--- config.mk ---
export PLATFORM = sky130hd
export DESIGN_NAME = uart_tx_fc
export DESIGN_NICKNAME = d
export VERILOG_FILES = /design/src/rtl/uart_pkg.sv /design/src/rtl/uart_sync_fifo.sv /design/src/rtl/uart_tx_fc.sv
export SDC_FILE = /design/constraint.sdc
export NUM_CORES = 1
export LEC_CHECK = 0
export ABC_AREA = 1
export CAP_MARGIN = 20
export CORE_MARGIN = 3
export CORE_UTILIZATION = 45
export CTS_CLUSTER_DIAMETER = 40
export DETAILED_ROUTE_END_ITERATION = 8
export PLACE_DENSITY = 0.68
export SETUP_SLACK_MARGIN = 0.15
export SLEW_MARGIN = 20
export SYNTH_ARGS = -nofsm -noshare
export SYNTH_HDL_FRONTEND = slang
export SYNTH_SLANG_ARGS = --single-unit
--- constraint.sdc ---
create_clock -name clk -period 2.9 [get_ports clk]
set_input_delay 0.435 -clock clk [delete_from_list [all_inputs] [get_ports clk]]
set_output_delay 0.435 -clock clk [all_outputs]
set_load 0.02 [all_outputs]
--- src/rtl/uart_pkg.sv ---
// Shared types and constants for the flow-controlled UART transmitter.
// Holds the FSM encoding, parity senses, timing floor and data-length bounds.
package uart_pkg;

    typedef enum logic [2:0] {
        IDLE,
        START,
        DATA,
        PARITY,
        STOP,
        BREAK
    } tx_state_e;

    localparam logic PAR_EVEN = 1'b0;
    localparam logic PAR_ODD  = 1'b1;

    localparam int MIN_DIV = 4;

    localparam logic [3:0] DLEN_MIN = 4'd5;
    localparam logic [3:0] DLEN_MAX = 4'd8;

    // Out-of-range lengths fall back to a full byte.
    function automatic logic [3:0] eff_len(input logic [3:0] l);
        if (l < DLEN_MIN || l > DLEN_MAX)
            return DLEN_MAX;
        return l;
    endfunction

    function automatic logic par_bit(
        input logic [7:0] d,
        input logic [3:0] len,
        input logic       sense
    );
        logic [7:0] m;
        m = 8'hFF >> (DLEN_MAX - len);
        return (^(d & m)) ^ (sense == PAR_ODD);
    endfunction

endpackage

--- src/rtl/uart_sync_fifo.sv ---
// Single-clock FIFO with occupancy count and a dropped-write pulse.
// Full is taken from the registered count, so a write while full is lost.
import uart_pkg::*;

module uart_sync_fifo #(
    parameter int DEPTH = 16,
    parameter int WIDTH = 8
) (
    input  logic                     clk,
    input  logic                     rst,
    input  logic                     wr,
    input  logic [WIDTH-1:0]         wdata,
    input  logic                     rd,
    output logic [WIDTH-1:0]         rdata,
    output logic [$clog2(DEPTH):0]   cnt,
    output logic                     full,
    output logic                     empty,
    output logic                     overflow
);

    localparam int AW = $clog2(DEPTH);

    logic [WIDTH-1:0] mem [DEPTH];
    logic [AW-1:0]    wptr;
    logic [AW-1:0]    rptr;
    logic [AW:0]      cnt_q;
    logic             ovf_q;
    logic             wr_ok;
    logic             rd_ok;

    assign full  = (cnt_q == (AW+1)'(DEPTH));
    assign empty = (cnt_q == '0);
    assign wr_ok = wr && !full;
    assign rd_ok = rd && !empty;

    assign rdata    = mem[rptr];
    assign cnt      = cnt_q;
    assign overflow = ovf_q;

    always_ff @(posedge clk) begin
        if (wr_ok)
            mem[wptr] <= wdata;
    end

    always_ff @(posedge clk) begin
        if (rst) begin
            wptr  <= '0;
            rptr  <= '0;
            cnt_q <= '0;
            ovf_q <= 1'b0;
        end else begin
            ovf_q <= wr && full;
            if (wr_ok)
                wptr <= wptr + 1'b1;
            if (rd_ok)
                rptr <= rptr + 1'b1;
            unique case ({wr_ok, rd_ok})
                2'b10:   cnt_q <= cnt_q + 1'b1;
                2'b01:   cnt_q <= cnt_q - 1'b1;
                default: cnt_q <= cnt_q;
            endcase
        end
    end

endmodule

--- src/rtl/uart_tx_fc.sv ---
// UART transmitter with TX FIFO, CTS flow control and break generation.
// tx and tx_work are registered from the current FSM state.
import uart_pkg::*;

module uart_tx_fc #(
    parameter int CLK_FREQ   = 50_000_000,
    parameter int FIFO_DEPTH = 16,
    parameter int DIV_W      = 20
) (
    input  logic                          clk,
    input  logic                          rst,
    input  logic [DIV_W-1:0]              baud_div,
    input  logic [3:0]                    data_length,
    input  logic                          check,
    input  logic                          parity,
    input  logic                          stop2,
    input  logic                          cts_n,
    input  logic                          brk,
    input  logic [7:0]                    tx_in_data,
    input  logic                          tx_fifo_write,
    output logic [$clog2(FIFO_DEPTH):0]   tx_fifo_cnt,
    output logic                          tx_fifo_full,
    output logic                          tx_fifo_empty,
    output logic                          tx_overflow,
    output logic                          tx_work,
    output logic                          tx
);

    tx_state_e        state, state_n;
    logic [DIV_W-1:0] tmr, tmr_n;
    logic [DIV_W-1:0] div, div_n;
    logic [DIV_W-1:0] div_eff;
    logic [3:0]       idx, idx_n;
    logic [3:0]       len, len_n;
    logic [7:0]       sh, sh_n;
    logic             chk, chk_n;
    logic             pbit, pbit_n;
    logic             st2, st2_n;
    logic             mark, mark_n;
    logic             tx_n;
    logic             pop;
    logic             load;
    logic             launch;
    logic             bit_end;
    logic             cts_s1, cts_s2;
    logic [7:0]       rdata;

    uart_sync_fifo #(
        .DEPTH (FIFO_DEPTH),
        .WIDTH (8)
    ) u_fifo (
        .clk      (clk),
        .rst      (rst),
        .wr       (tx_fifo_write),
        .wdata    (tx_in_data),
        .rd       (pop),
        .rdata    (rdata),
        .cnt      (tx_fifo_cnt),
        .full     (tx_fifo_full),
        .empty    (tx_fifo_empty),
        .overflow (tx_overflow)
    );

    always_ff @(posedge clk) begin
        if (rst) begin
            cts_s1 <= 1'b1;
            cts_s2 <= 1'b1;
        end else begin
            cts_s1 <= cts_n;
            cts_s2 <= cts_s1;
        end
    end

    assign div_eff = (baud_div < DIV_W'(MIN_DIV)) ?
                     DIV_W'(MIN_DIV) : baud_div;
    assign bit_end = (tmr == div - 1'b1);
    assign launch  = !brk && !tx_fifo_empty && !cts_s2;

    always_comb begin
        state_n = state;
        tmr_n   = bit_end ? '0 : tmr + 1'b1;
        div_n   = div;
        idx_n   = idx;
        len_n   = len;
        sh_n    = sh;
        chk_n   = chk;
        pbit_n  = pbit;
        st2_n   = st2;
        mark_n  = mark;
        tx_n    = 1'b1;
        load    = 1'b0;
        unique case (state)
            IDLE: begin
                tmr_n  = '0;
                idx_n  = '0;
                mark_n = 1'b0;
                if (brk) begin
                    state_n = BREAK;
                    div_n   = div_eff;
                end else if (launch) begin
                    load = 1'b1;
                end
            end
            START: begin
                tx_n = 1'b0;
                if (bit_end)
                    state_n = DATA;
            end
            DATA: begin
                tx_n = sh[0];
                if (bit_end) begin
                    sh_n  = sh >> 1;
                    idx_n = idx + 1'b1;
                    if (idx == len - 1'b1) begin
                        idx_n   = '0;
                        state_n = chk ? PARITY : STOP;
                    end
                end
            end
            PARITY: begin
                tx_n = pbit;
                if (bit_end)
                    state_n = STOP;
            end
            STOP: begin
                if (bit_end) begin
                    idx_n = idx + 1'b1;
                    if (idx == {3'b000, st2}) begin
                        if (launch)
                            load = 1'b1;
                        else
                            state_n = IDLE;
                    end
                end
            end
            BREAK: begin
                tx_n = mark;
                if (!mark) begin
                    tmr_n = '0;
                    if (!brk)
                        mark_n = 1'b1;
                end else if (bit_end) begin
                    if (launch)
                        load = 1'b1;
                    else
                        state_n = IDLE;
                end
            end
            default: state_n = IDLE;
        endcase
        // Frame setup is sampled once here and held for the whole frame.
        if (load) begin
            state_n = START;
            tmr_n   = '0;
            idx_n   = '0;
            mark_n  = 1'b0;
            sh_n    = rdata;
            len_n   = eff_len(data_length);
            chk_n   = check;
            pbit_n  = par_bit(rdata, eff_len(data_length), parity);
            st2_n   = stop2;
            div_n   = div_eff;
        end
    end

    assign pop = load;

    always_ff @(posedge clk) begin
        if (rst) begin
            state   <= IDLE;
            tmr     <= '0;
            div     <= DIV_W'(MIN_DIV);
            idx     <= '0;
            len     <= DLEN_MAX;
            sh      <= '0;
            chk     <= 1'b0;
            pbit    <= 1'b0;
            st2     <= 1'b0;
            mark    <= 1'b0;
            tx      <= 1'b1;
            tx_work <= 1'b0;
        end else begin
            state   <= state_n;
            tmr     <= tmr_n;
            div     <= div_n;
            idx     <= idx_n;
            len     <= len_n;
            sh      <= sh_n;
            chk     <= chk_n;
            pbit    <= pbit_n;
            st2     <= st2_n;
            mark    <= mark_n;
            tx      <= tx_n;
            tx_work <= (state != IDLE);
        end
    end

endmodule
==> impl_metrics.ini, run 1 <==
[logic_synthesis]
ys.warnings.count = 0
ys_seq_area_share_pct = 52.6
postSynthNetCount = 1329
yosys.cell_types.count = 37
postSynthRegisterBits = 213
synth_compound_area_share_pct = 7.81
synthAdderAreaFrac_pct = 1.90
syn_area_per_cell_sq_um = 8.28
post_synth_and_or_nand_nor_area_fraction_pct = 28.0
multiplexer_fraction_of_the_synthesized_cell_area_pct = 0
synth_top_family_by_area = simple AND/OR/NAND/NOR gates
synthXorXnorAreaFrac_pct = 3.41
post_synth_instance_area_sq_mm = 0.0105
synth_cells = 1273

[placement]
place_hpwl_um = 17100
io_buffer_count = 49
place.detailed.instances = 1688
gp_congestion = 0.883
placedInstanceArea_sq_mm = 0.0120

[timing]
unrepaired_setup_endpoints_after_global_routing = true
timing.final.ws_setup_ns = -0.0985
final-setup-viol-count = 2
period_minus_slack_ns = 3.00
worst_slew_pin_slew_ns = 0.688
final.setup_skew_ns = 0.0495
timing.final.max_slew_violations = 0
fmax_ghz = 0.333
timing.max_slew.rel_slack_pct = 54.1
finalCritPeriodShare_pct = 103
hold_violations = 0

[drt]
post-route-drc-count = 0
route.detailed.wl_per_inst_um = 14.6
route.antenna.remaining_nets = 0
finalWirelength_um = 25500
vias_per_cell = 5.06
drc_marker_count_from_the_first_detailed_route_iteration = 572
via_count = 8848
dr.pass1.iters = 5

[power_and_ir_drop]
net_switching_fraction_of_the_power_pct = 31.0
seqPwrFrac_pct = 36.4
power_frac_clock_pct = 37.6
power_mw = 9.62
power_frac_comb_pct = 26.0
net-switching-power_mw = 2.98
ir_drop_mv = 0.655
total_leakage_power_nw = 5.44
power_density_mw_per_mm2 = 730
intPower_mw = 6.64

[status]
failed_checks = negative setup slack
status = finished with violations

[clock_tree]
cts-root-buf = clkbuf_16
numCtsBuffers = 30
clock_insertion_delay_worst_skew_ns = 0.57
cts_max_level = 1
hold_buffers = 0
clk_pin_slew_ns = 0.06
cts_tree = built
tritoncts_sink_count = 213
clock_tree.buffer_depth = 3

[finish]
diodes_inserted = 0
fin_area_sq_mm = 0.0132
area_delta_synth_final_pct = 25.1
num-nets-final = 1470
finish.utilization_pct = 57.7
fill_cells = 2070
finalNonFillerCells = 1750
layout-drive-gt1-share_pct = 14.2

[worst_setup_path]
timing_worst_setup_path_type = register to register
critical_path.max_fanout = 7
critical_path.startpoint_type = register
endpoint_kind = register
cp_data_required_time_ns = 3.37
arrival_ns = 3.47

[floorplan]
core_area_sq_mm = 0.0228
pin_count = 50
die_width_um = 159
fp-row-count = 55
floorplan.initialDensity_pct = 46.1
die_height_um = 159
die_area_sq_mm = 0.0253

[global_route]
grt_first_pass_wirelength_um = 41600
global_route.usage.total_pct = 19.8
overflow = 0
grt_max_degree = 78
grt_antenna_before_repair = 0
vias_in_the_first_global_route = 8497

[run]
drv.max_cap_violation_count = 0

[min_path]
worst_hold_path_type = input port to register
Yosys cell counts (all sizes together):
| library cell | instances | area [sq um] |
|---|---|---|
| nand2 | 276 | 1070 |
| nor2 | 242 | 945 |
| nand3 | 132 | 661 |
| edfxtp | 128 | 3840 |
| inv | 117 | 439 |
| dfxtp | 85 | 1700 |
| o21ai | 78 | 394 |
| a21oi | 49 | 245 |
| xor2 | 28 | 245 |
| buf | 23 | 138 |
| clkbuf | 19 | 71.3 |
| o211ai | 18 | 135 |
| ha | 16 | 200 |
| nand4 | 15 | 100 |
| xnor2 | 13 | 114 |
| nor3 | 10 | 65.1 |
| nand3b | 9 | 67.6 |
| or2 | 4 | 25.0 |
| nor4 | 3 | 18.8 |
| a221oi | 2 | 17.5 |
| clkinv | 2 | 7.51 |
| a21o | 1 | 7.51 |
| a31o | 1 | 8.76 |
| o221ai | 1 | 8.76 |
| o22ai | 1 | 6.26 |
power by group through the flow:
stage / logic [mW] / clock network [mW] / registers, mW
2_1_floorplan: 1.50 / 0 / 3.57
3_3_place_gp: 2.36 / 0 / 3.54
3_5_place_dp: 2.39 / 0 / 3.55
4_1_cts: 2.45 / 3.69 / 3.49
5_1_grt: 2.81 / 3.83 / 3.52
6_report: 2.50 / 3.62 / 3.50
flip-flops by register name, summed over array words and instances (netlist names), 3 cells and up, named ones only:
name         flops
u_fifo.rptr      4
len              4
idx              4
u_fifo.wptr      4
u_fifo.mem     128
div             20
tmr             20
state            3
sh               8
u_fifo.cnt       5
critical path, stage by stage, from the launching register on:
cell and delay [ns]:
dfxtp_1 0.35, nor2_1 0.16, nand2_1 0.12, nor2_4 0.21, nand2_1 0.11, nand2_1 0.07, nand2_1 0.06, nand2_1 0.07
inv_1 0.04, nand2_1 0.08, nor2_2 0.05, nand4_2 0.11, nand2_4 0.08, nand2_8 0.09, clkinv_8 0.05, ha_4 0.16
xor2_2 0.15, ha_2 0.18, a21o_1 0.16, buf_4 0.14, buf_6 0.10, buf_6 0.10, xor2_1 0.15, o21ai_1 0.11
inv_1 0.04
placed cells by master, fill, tap and decap left out, types with 3 or more instances in the layout:
master	n
a21oi_1	48
buf_4	97
bufinv_16	3
clkbuf_1	5
clkbuf_16	30
clkdlybuf4s50_1	49
clkinv_1	3
clkinv_2	3
clkinvlp_4	4
dfxtp_1	81
dfxtp_2	4
edfxtp_1	128
ha_1	13
inv_1	112
inv_2	4
inv_6	4
nand2_1	267
nand2_2	3
nand2_4	5
nand3_1	131
nand3b_1	9
nand4_1	14
nor2_1	225
nor2_2	12
nor2_4	5
nor3_1	7
nor3_2	3
o211ai_1	18
o21ai_0	72
o21ai_1	5
or2_2	4
xnor2_1	13
xor2_1	26
metrics by stage:
stage | setup WS [ns] | setup TNS [ns] | hold slack, ns
floorplan | -0.0138 | -0.0138 | 0.389
global placement | -0.183 | -0.183 | 0.392
detailed placement | -0.254 | -0.299 | 0.407
CTS | -0.0902 | -0.123 | 0.390
global route | -0.354 | -1.27 | 0.412
finish | -0.0985 | -0.185 | 0.416
repair_timing:
action                     in CTS  in global routing
cloned                          0                  1
setup endpoints to repair       3                 50
buffers inserted                4                  2
resized for setup               9                 17
pin swaps                      15                  8
final timing paths:
kind / startpoint / end / slack [ns] / cells after the start
worst min register to register: cts_s1 / cts_s2 / 0.42 / 1
worst max register to register: div[6] / u_fifo.cnt[2] / -0.1 / 24
worst max-delay path: div[6] / u_fifo.cnt[2] / -0.1 / 24
worst min-delay path: cts_n / cts_s1 / 0.42 / 2
cell type report:
| type | count | area, sq um | area share, % |
|---|---|---|---|
| sequential | 213 | 5550 | 42.1 |
| multi-input combinational | 900 | 4470 | 33.9 |
| timing repair buffer | 150 | 1280 | 9.72 |
| clock buffer | 37 | 797 | 6.05 |
| inverter | 119 | 459 | 3.48 |
| tap | 313 | 392 | 2.97 |
| clock inverter | 18 | 229 | 1.74 |
per-layer routing:
metal	track usage (%)	vias up	share of wire, %
met4	6.17	0	2.7
met1	25.7	4107	44
met2	34.0	204	48
met3	3.28	44	5.2
met5	0	-	0
li1	-	4493	-
logic make-up (layout without fill, tap and decap cells):
| group | after synthesis | in the layout |
|---|---|---|
| xor+xnor | 41 | 41 |
| simple gates | 691 | 692 |
| fa+ha+maj | 16 | 16 |
| flops | 213 | 213 |
| compound gates | 151 | 151 |
| buf+inv | 161 | 324 |
No activity file was read; power rests on OpenSTA's default activity.
==> run 2, diff against run 1 <==
Settings changed: CORE_UTILIZATION 45 to 55, PLACE_DENSITY 0.68 to 0.8, SLEW_MARGIN 20 to not set.
==> impl_metrics.ini, run 2 (same netlist as run 1, synthesis figures left out) <==
[worst_setup_path]
arrival_ns = 3.52
endpoint_kind = register
critical_path.max_fanout = 6
critical_path.startpoint_type = register
timing_worst_setup_path_type = register to register
cp_data_required_time_ns = 3.35

[finish]
num-nets-final = 1480
fill_cells = 1253
fin_area_sq_mm = 0.0134
layout-drive-gt1-share_pct = 17.7
regMostFlops = u_fifo.mem
finalNonFillerCells = 1678
top_regs = u_fifo.mem x128, div x20, tmr x20
area_delta_synth_final_pct = 27.2
layout.cells.most_common_list = nand2_1, nor2_1, edfxtp_1
largest_register_ffs = 128
diodes_inserted = 0
mostFrequentLayoutCell = nand2_1

[drt]
post-route-drc-count = 0
vias_per_cell = 5.58
via_count = 9364
route.antenna.remaining_nets = 0
dr.pass1.iters = 5
drc_marker_count_from_the_first_detailed_route_iteration = 800
route.detailed.wl_per_inst_um = 16.5
finalWirelength_um = 27700

[clock_tree]
cts_max_level = 1
tritoncts_sink_count = 213
clock_tree.buffer_depth = 3
hold_buffers = 0
clock_insertion_delay_worst_skew_ns = 0.56
numCtsBuffers = 31
cts_tree = built
cts-root-buf = clkbuf_16
clk_pin_slew_ns = 0.06

[status]
failed_checks = negative setup slack
status = finished with violations

[power_and_ir_drop]
ir_drop_mv = 0.642
total_leakage_power_nw = 5.56
power_density_mw_per_mm2 = 755

[placement]
post-place-ws_ns = -0.238
place.detailed.instances = 1602
placedInstanceArea_sq_mm = 0.0119
gp_congestion = 0.947
io_buffer_count = 49
place_hpwl_um = 17400

[run]
drv.max_cap_violation_count = 0

[timing]
timing.max_slew.rel_slack_pct = 55.5
final.setup_skew_ns = 0.0217
worst_slew_pin_slew_ns = 0.666
hold_violations = 0
period_minus_slack_ns = 3.08
finalCritPeriodShare_pct = 106
timing.setup.tns_ns = -0.439
fmax_ghz = 0.325
unrepaired_setup_endpoints_after_global_routing = true
timing.final.max_slew_violations = 0
final-setup-viol-count = 3
worst_hold_slack_ns = 0.449
timing.final.ws_setup_ns = -0.176

[global_route]
grt_max_degree = 65
grt_first_pass_wirelength_um = 42700
global_route.usage.total_pct = 25.5
overflow = 0
grt_antenna_before_repair = 0
vias_in_the_first_global_route = 8856

[floorplan]
die_area_sq_mm = 0.0209
core_area_sq_mm = 0.0184
pin_count = 50
fp-row-count = 49
floorplan.initialDensity_pct = 57.3
die_height_um = 144
die_width_um = 144

[min_path]
worst_hold_path_type = register to register
[run 2: cell count changes in the layout (fill, tap and decap cells not counted), sizes merged]
cell | previous run | this run
inv | 120 | 129
clkinvlp | 4 | 0
clkinv | 10 | 14
clkbuf | 37 | 32
bufinv | 3 | 2
buf | 101 | 110
[run 2: worst paths after layout]
path	start	to	slack (ns)	depth (start not counted)
setup / recovery	div[2]	u_fifo.cnt[4]	-0.18	24
hold / removal	cts_s1	cts_s2	0.45	1
setup reg to reg	div[2]	u_fifo.cnt[4]	-0.18	24
hold reg to reg	cts_s1	cts_s2	0.45	1
[run 2: final cells by class]
type | count | area [sq um] | share of cell area, %
Clock buffer | 32 | 790 | 5.89
Clock inverter | 26 | 283 | 2.11
Inverter | 119 | 462 | 3.44
Multi-Input combinational cell | 900 | 4660 | 34.8
Sequential cell | 213 | 5560 | 41.4
Tap cell | 229 | 287 | 2.14
Timing Repair Buffer | 159 | 1370 | 10.2
[run 2: timing repair]
action	in CTS	in global routing
pin swaps	16	29
cloned	0	1
resized for setup	13	69
setup buffers	8	9
endpoints found under the setup margin	30	63
[run 2: power breakdown]
part	total (mW)	switching [mW]	internal (mW)
clock network	3.78	1.53	2.25
registers	3.51	0.141	3.37
logic	2.83	1.69	1.14
total	10.1	3.36	6.76
[run 2: metal layers]
metal	track usage, %	wire length [um]	vias to the layer above
li1	-	-	4526
met1	33.2	11200	4419
met2	43.9	13800	340
met3	3.60	1730	79
met4	8.64	926	0
met5	0	0	-
[run 2: worst max-delay path, cell delays in order (launching register included)]
cell and delay (ns):
dfxtp_1 0.36, nor2_2 0.14, nand2_4 0.13, nor2_4 0.18
nand3_2 0.18, nor2_2 0.18, nor2_1 0.08, nand2_1 0.11
nor2_4 0.05, nand4_4 0.10, nand2_4 0.08, nand2_8 0.09
clkinv_8 0.05, ha_4 0.16, xor2_2 0.15, ha_2 0.17
a21o_1 0.16, nand2_1 0.06, nand2_1 0.06, a21oi_2 0.14
nand2_1 0.07, nand2_1 0.07, nor2_2 0.04, o21ai_1 0.10
a21oi_1 0.05
[run 2: stage by stage]
| stage | total power [mW] | util (%) |
|---|---|---|
| 6_report | 10.1 | 72.9 |
| 5_1_grt | 10.6 | 72.9 |
| 4_1_cts | 9.77 | 71.1 |
| 3_5_place_dp | 5.93 | 64.7 |
| 3_3_place_gp | 5.87 | 64.7 |
| 2_1_floorplan | 5.08 | - |
==> run 3, diff against run 2 <==
Settings changed: CORE_ASPECT_RATIO set to 2, CORE_UTILIZATION 55 to 30, PLACE_DENSITY 0.8 to 0.5.
==> impl_metrics.ini, run 3 (same netlist as run 1, synthesis figures left out) <==
[power_and_ir_drop]
intPower_mw = 6.47
total_leakage_power_nw = 5.59
seqPwrFrac_pct = 36.8
power_frac_comb_pct = 29.2
power_mw = 9.55
net-switching-power_mw = 3.07
power_density_mw_per_mm2 = 703
power_frac_clock_pct = 34.1
net_switching_fraction_of_the_power_pct = 32.2
ir_drop_mv = 0.524

[finish]
area_delta_synth_final_pct = 28.8
sequential_cell_area_sq_mm = 0.00555
layout.cells.most_common_list = nand2_1, nor2_1, buf_4
num-nets-final = 1509
largest_register_ffs = 128
regMostFlops = u_fifo.mem
layout-drive-gt1-share_pct = 17.2
mostFrequentLayoutCell = nand2_1
fill_cells = 3450
combined_area_of_the_multi_input_logic_cells_sq_mm = 0.00454
fin_area_sq_mm = 0.0136
top_regs = u_fifo.mem x128, div x20, tmr x20
diodes_inserted = 0

[floorplan]
core_area_sq_mm = 0.0345
floorplan.initialDensity_pct = 30.6
fp-row-count = 96
die_width_um = 139
die_area_sq_mm = 0.0376
die_height_um = 271
pin_count = 50

[clock_tree]
clk_pin_slew_ns = 0.06
numCtsBuffers = 25
cts-root-buf = clkbuf_16
clock_insertion_delay_worst_skew_ns = 0.54
cts_max_level = 1
tritoncts_sink_count = 213
cts_tree = built
clock_tree.buffer_depth = 3

[drt]
route.detailed.wl_per_inst_um = 16.0
route.antenna.remaining_nets = 0
post-route-drc-count = 0
dr.pass1.iters = 5
drc_marker_count_from_the_first_detailed_route_iteration = 389
finalWirelength_um = 30500
vias_per_cell = 4.67
via_count = 8916

[timing]
timing.setup.tns_ns = -0.119
final-setup-viol-count = 3
worst_hold_slack_ns = 0.402
final.setup_skew_ns = 0.0180
worst_slew_pin_slew_ns = 0.663
timing.final.max_slew_violations = 0
period_minus_slack_ns = 2.96
timing.max_slew.rel_slack_pct = 55.7
unrepaired_setup_endpoints_after_global_routing = true
timing.final.ws_setup_ns = -0.0591
finalCritPeriodShare_pct = 102
fmax_ghz = 0.338
hold_violations = 0

[global_route]
vias_in_the_first_global_route = 9004
grt_first_pass_wirelength_um = 47300
overflow = 0
global_route.usage.total_pct = 15.9
grt_antenna_before_repair = 0
grt_max_degree = 53

[placement]
post-place-ws_ns = -0.232
io_buffer_count = 49
gp_congestion = 0.843
placedInstanceArea_sq_mm = 0.0124
place_hpwl_um = 22400

[worst_setup_path]
critical_path.max_fanout = 3
critical_path.startpoint_type = register
endpoint_kind = register
timing_worst_setup_path_type = register to register
cp_data_required_time_ns = 3.31
arrival_ns = 3.37

[min_path]
worst_hold_path_type = register to register

[run]
drv.max_cap_violation_count = 0

[status]
failed_checks = negative setup slack
status = finished with violations
run 3: changes by cell type in the layout (fill, tap and decap cells not counted), sizes merged:
cell	before	now
inv	129	120
bufinv	2	4
clkbuf	32	29
clkinvlp	0	3
buf	110	145
clkinv	14	7
run 3: area by class of cell:
class,instances,share of cell area (%)
inverter,119,3.38
clock inverter,15,1.49
multi-input combinational,900,33.4
sequential,213,40.9
clock buffer,29,4.72
tap,441,4.06
timing repair buffer,194,12.0
run 3: timing repair:
| item | 4_1_cts | 5_1_grt |
|---|---|---|
| buffers inserted | 5 | 8 |
| setup endpoints to repair | 10 | 52 |
| resized for setup | 25 | 28 |
| pin swaps | 8 | 12 |
| gates cloned | 1 | 0 |
| hold buffers | 0 | 0 |
run 3: power groups by stage:
stage	sequential (mW)	clock, mW	combinational [mW]
floorplan	3.57	0	1.50
global placement	3.55	0	2.60
detailed placement	3.56	0	2.61
finish	3.51	3.25	2.78
global route	3.53	3.46	3.10
CTS	3.50	3.34	2.74
run 3: final timing paths:
kind,start,endpoint,slack (ns),depth (start not counted)
setup / recovery,div[1],u_fifo.cnt[4],-0.06,25
hold reg to reg,cts_s1,cts_s2,0.40,1
hold / removal,cts_s1,cts_s2,0.40,1
setup reg to reg,div[1],u_fifo.cnt[4],-0.06,25
run 3: stage by stage:
| step | std cells | util, % |
|---|---|---|
| 2_1_floorplan | 1273 | - |
| 3_3_place_gp | 1853 | 36.1 |
| 3_5_place_dp | 1853 | 36.1 |
| 4_1_cts | 1903 | 38.9 |
| 5_1_grt | 1911 | 39.4 |
| 6_report | 1911 | 39.4 |
run 3: metal layers:
metal	share of wire (%)	routed length [um]	GRT usage, %	up-vias
li1	-	-	-	4565
met1	33	10100	14.2	4179
met2	61	18600	34.8	126
met3	2.7	838	1.93	46
met4	3.0	912	5.52	0
met5	0	0	0	-
run 3: critical path, stage by stage, from the launching register on:
cell,delay [ns]
dfxtp_2,0.35
inv_2,0.05
ha_4,0.25
xor2_1,0.13
nand2_1,0.10
nor2_4,0.14
o21ai_1,0.07
nor2_1,0.08
nand2_1,0.07
nor2_2,0.13
nand4_2,0.11
nand2_4,0.12
nand2_8,0.07
clkinv_8,0.05
ha_4,0.13
xor2_2,0.07
ha_2,0.17
a21o_1,0.17
nand2_1,0.06
nand2_1,0.06
a21oi_2,0.13
nand2_1,0.06
nand2_1,0.07
nor2_2,0.04
o21ai_1,0.11
a21oi_1,0.05
==> variant 1, RTL diff (settings of run 2) <==
Encoding of `tx_state_e`: now one-hot (6 bits for 6 states).
--- a/src/rtl/uart_pkg.sv
+++ b/src/rtl/uart_pkg.sv
@@ -2,13 +2,13 @@
 // Holds the FSM encoding, parity senses, timing floor and data-length bounds.
 package uart_pkg;
 
-    typedef enum logic [2:0] {
-        IDLE,
-        START,
-        DATA,
-        PARITY,
-        STOP,
-        BREAK
+    typedef enum logic [5:0] {
+        IDLE   = 6'b000001,
+        START  = 6'b000010,
+        DATA   = 6'b000100,
+        PARITY = 6'b001000,
+        STOP   = 6'b010000,
+        BREAK  = 6'b100000
     } tx_state_e;
 
     localparam logic PAR_EVEN = 1'b0;
Function: no difference found for any inputs over 10 cycles, from zero or initial values and one cycle with rst high; not proved beyond that.
==> variant 1 against run 2 <==
  * Total power down 5.1%
  * Routed wire length down 9.9%
  * First-iteration DRC count down 16%
  * Final area down 6.5%
  * Die area down 1.4%
  * Worst setup slack better by 0.22 ns
  * Sequential cell count up 3
  * Synthesized area down 1.5%
  * Critical path depth up 2
  * Sequential share of layout area up 3.3 points
  * Sequential power up 3%
  * Maximum frequency up 7.7%
  * Largest power group is now registers
==> variant 1: results (changes against run 2) <==
[cts]
numCtsBuffers = 29  ; -6.5%

[critical_path]
worst-r2r-cell-count = 26  ; +8.3%
r2r-start = div[0]
cp_max_fo = 4  ; -2

[route]
vias_per_cell = 5.57  ; -0.14%
vias = 8275  ; -12%

[logic_synthesis]
synth_fa_ha_area_frac = 0.0181  ; -0.000915
syn_nets = 1188  ; -11%
seq_area_frac_synth = 0.540  ; +0.0138
synth-compound-area-share = 0.113  ; +0.0346
synthCells = 1133  ; -11%
synth_common_cells = 181 x nand2_1, 135 x inv_1, 128 x edfxtp_1
synth.area.mux_share = 0.0260  ; +0.0260
synth_cell_type_count = 50  ; +35%
synth_area_leaders = edfxtp_1 37%, dfxtp_1 17%, nand2_1 6.5%

[status]
status = finished, final reports clean

[power]
leakage_uw = 0.00491  ; -12%
pwr-share-clk = 0.367  ; -0.006
power.density_nw_per_um2 = 766  ; +1.5%
switching_share = 0.318  ; -0.0141
ir_drop_mv = 0.587  ; -8.5%

[timing]
setup_viol = 0  ; -3
period_minus_slack_ns = 2.86  ; -0.221 ns
worst_slew_pin_slew_ns = 0.697  ; +0.0315 ns
hold_ws_ns = 0.422  ; -0.0262 ns

[finish]
register_area_um2 = 5610  ; +1.1%
fill_cells = 1350  ; +7.7%

[placed_design]
pre_cts_ws_ns = -0.0295  ; +0.209 ns
place_area_um2 = 11400  ; -4.4%
gp_congestion = 0.911  ; -3.8%
hpwl_um = 16700  ; -4.0%

[global_route]
grt_start_max_net_pins = 48  ; -26%
grt_pass1_vias = 8026  ; -9.4%
grt_pass1_wl_um = 40100  ; -6.2%
grt_use_total = 0.243  ; -0.0115

## variant 1: changes by cell type in the layout (fill, tap and decap cells not counted), moves of 27 or more
cell	before	now
nor2_1	217	114
nand2_1	257	175
buf_4	102	53
nand3_1	122	74
a21oi_1	44	77
mux2i_1	0	27
## variant 1: per-layer routing
| metal | GRT usage | part of all wire |
|---|---|---|
| met1 | 0.320 | 0.42 |
| met2 | 0.418 | 0.48 |
| met3 | 0.0333 | 0.061 |
| met4 | 0.0803 | 0.034 |
| met5 | 0 | 0 |
## variant 1: cell type report
class / count / share of cell area
multi-input combinational: 736 / 0.333
sequential: 216 / 0.448
clock inverter: 13 / 0.0123
tap: 229 / 0.0228
timing repair buffer: 105 / 0.0756
clock buffer: 41 / 0.0654
inverter: 145 / 0.0436
## variant 1: repair_timing
action	in CTS	in global routing
gates resized for setup	10	15
pin swaps	9	20
endpoints found under the hold margin	0	0
setup buffers	5	7
setup endpoints to repair	20	56
==> variant 2, RTL diff (settings of run 2) <==
Without the edit above. Change the parameter `FIFO_DEPTH` from 16 to 32.
--- a/src/rtl/uart_tx_fc.sv
+++ b/src/rtl/uart_tx_fc.sv
@@ -4,7 +4,7 @@
 
 module uart_tx_fc #(
     parameter int CLK_FREQ   = 50_000_000,
-    parameter int FIFO_DEPTH = 16,
+    parameter int FIFO_DEPTH = 32,
     parameter int DIV_W      = 20
 ) (
     input  logic                          clk,
Interface: changed (resized tx_fifo_cnt); port bits go from 50 to 51. No check against the original RTL was run, so the function may have changed too.
==> variant 2 against run 2 <==
  * Highest routed layer unchanged
  * Total power grew 44%
  * Cell count is 37% higher
  * Final area is 45% higher
  * Sequential share of layout area is 7.3 points higher
  * Synthesized area grew 51%
  * Clock power grew 49%
  * Routed wire length increased by 45%
  * Combinational power is 17% higher
  * Sequential cell count is 132 higher
  * Worst setup slack worse by 0.059 ns
  * First-iteration DRC count rose by 76%
  * The flow still finishes with violations (setup timing)
  * Clock skew is 0.0045 ns lower
==> variant 2: results (changes against run 2) <==
[cts]
cts_resized = 24  ; +11
cts_setup_buffers = 14  ; +6
numCtsBuffers = 43  ; +39%
htreeDepth = 2  ; +1

[logic_synthesis]
synth-compound-area-share = 0.0384  ; -0.0398
synth_area_leaders = edfxtp_1 48%, nand2_1 12%, dfxtp_1 11%
synth_fa_ha_area_frac = 0.0118  ; -0.00718
seq_area_frac_synth = 0.596  ; +0.0699
synth_xor_area_frac = 0.0210  ; -0.0131

[placed_design]
hpwl_um = 24500  ; +41%
place_area_um2 = 17500  ; +47%

[critical_path]
worst-r2r-cell-count = 23  ; -4.2%
cp_slowest_stage_delay_ns = 0.32  ; -0.04 ns
crit_arrival_ns = 3.57  ; +0.05 ns
cp_max_fo = 3  ; -3
timing.rr.end = u_fifo.cnt[5]
cp_slowest_cell = dfxtp_2

[finish]
final_nets = 1944  ; +31%
reg.largest.list = u_fifo.mem x256, div x20, tmr x20

[status]
status = complete, but fails checks
violations = setup timing

[route]
wl_met2_um = 20100  ; +46%
avgRoutedWirePerCell_um = 17.4  ; +5.7%
met3_length_um = 2770  ; +60%
first_pass_iters = 8  ; +3

[timing]
setup_ws_ns = -0.236  ; -0.0592 ns
setup_viol = 4  ; +1
hold_ws_ns = 0.413  ; -0.0352 ns
fin_worst_skew_ns = 0.0172  ; -0.00448 ns

[global_route]
grtUsageMet2 = 0.446  ; +0.00729
grt_use_total = 0.256  ; +0.00103
grt_pass1_wl_um = 63700  ; +49%
grt_start_max_net_pins = 67  ; +3.1%
gr-usage-met3 = 0.0385  ; +0.00245
grtUsageMet1 = 0.320  ; -0.0116

[power]
leakage_uw = 0.00770  ; +38%
ir_drop_mv = 0.530  ; -17%
switchingPower_uw = 4410  ; +31%

-- variant 2: kinds of logic (layout without fill, tap and decap cells) --
kind of cell,after synthesis,count (layout)
buffers and inverters,183,382
DFF,345,345
and+or+nand+nor,1033,1035
adders and majority gates,15,15
xor gates and xnor gates,38,38
AOI/OAI and AO/OA,109,109
-- variant 2: cell type report --
type                            count  area, µm²  area share
Tap cell                          378        473      0.0243
Clock buffer                       50       1160      0.0599
Timing Repair Buffer              190       1630      0.0838
Multi-Input combinational cell   1197       5910       0.304
Clock inverter                     30        363      0.0187
Inverter                          112        429      0.0221
Sequential cell                   345       9480       0.487
-- variant 2: power by group through the flow --
stage | registers, µW | logic, µW | clock network [µW]
after global routing | 5670 | 3650 | 5910
after CTS | 5640 | 3020 | 5670
after global placement | 5730 | 2760 | 0
final | 5650 | 3310 | 5620
after floorplan | 5740 | 1860 | 0
after detailed placement | 5740 | 2820 | 0
-- variant 2: worst max path at each step --
stage,to,slack (ns),depth (start not counted)
2_1_floorplan,u_fifo.cnt[5],-0.40,27
3_3_place_gp,u_fifo.cnt[5],-0.23,24
3_5_place_dp,u_fifo.cnt[5],-0.37,24
4_1_cts,u_fifo.cnt[5],-0.12,24
5_1_grt,u_fifo.cnt[5],-0.55,23
6_report,u_fifo.cnt[5],-0.24,23
-- variant 2: worst max-delay path: cells and delay by family (launching register included) --
family / cells / cell delay, ns
xor+xnor: 1 / 0.18
compound gates: 5 / 0.70
flops: 1 / 0.32
fa+ha+maj: 1 / 0.21
simple gates: 12 / 1.20
buf+inv: 4 / 0.40
-- variant 2: metrics by stage --
step	cells	setup TNS (ns)
floorplan	1723	-0.993
global placement	2199	-0.357
detailed placement	2199	-0.743
CTS	2294	-0.242
global route	2302	-3.20
finish	2302	-0.663
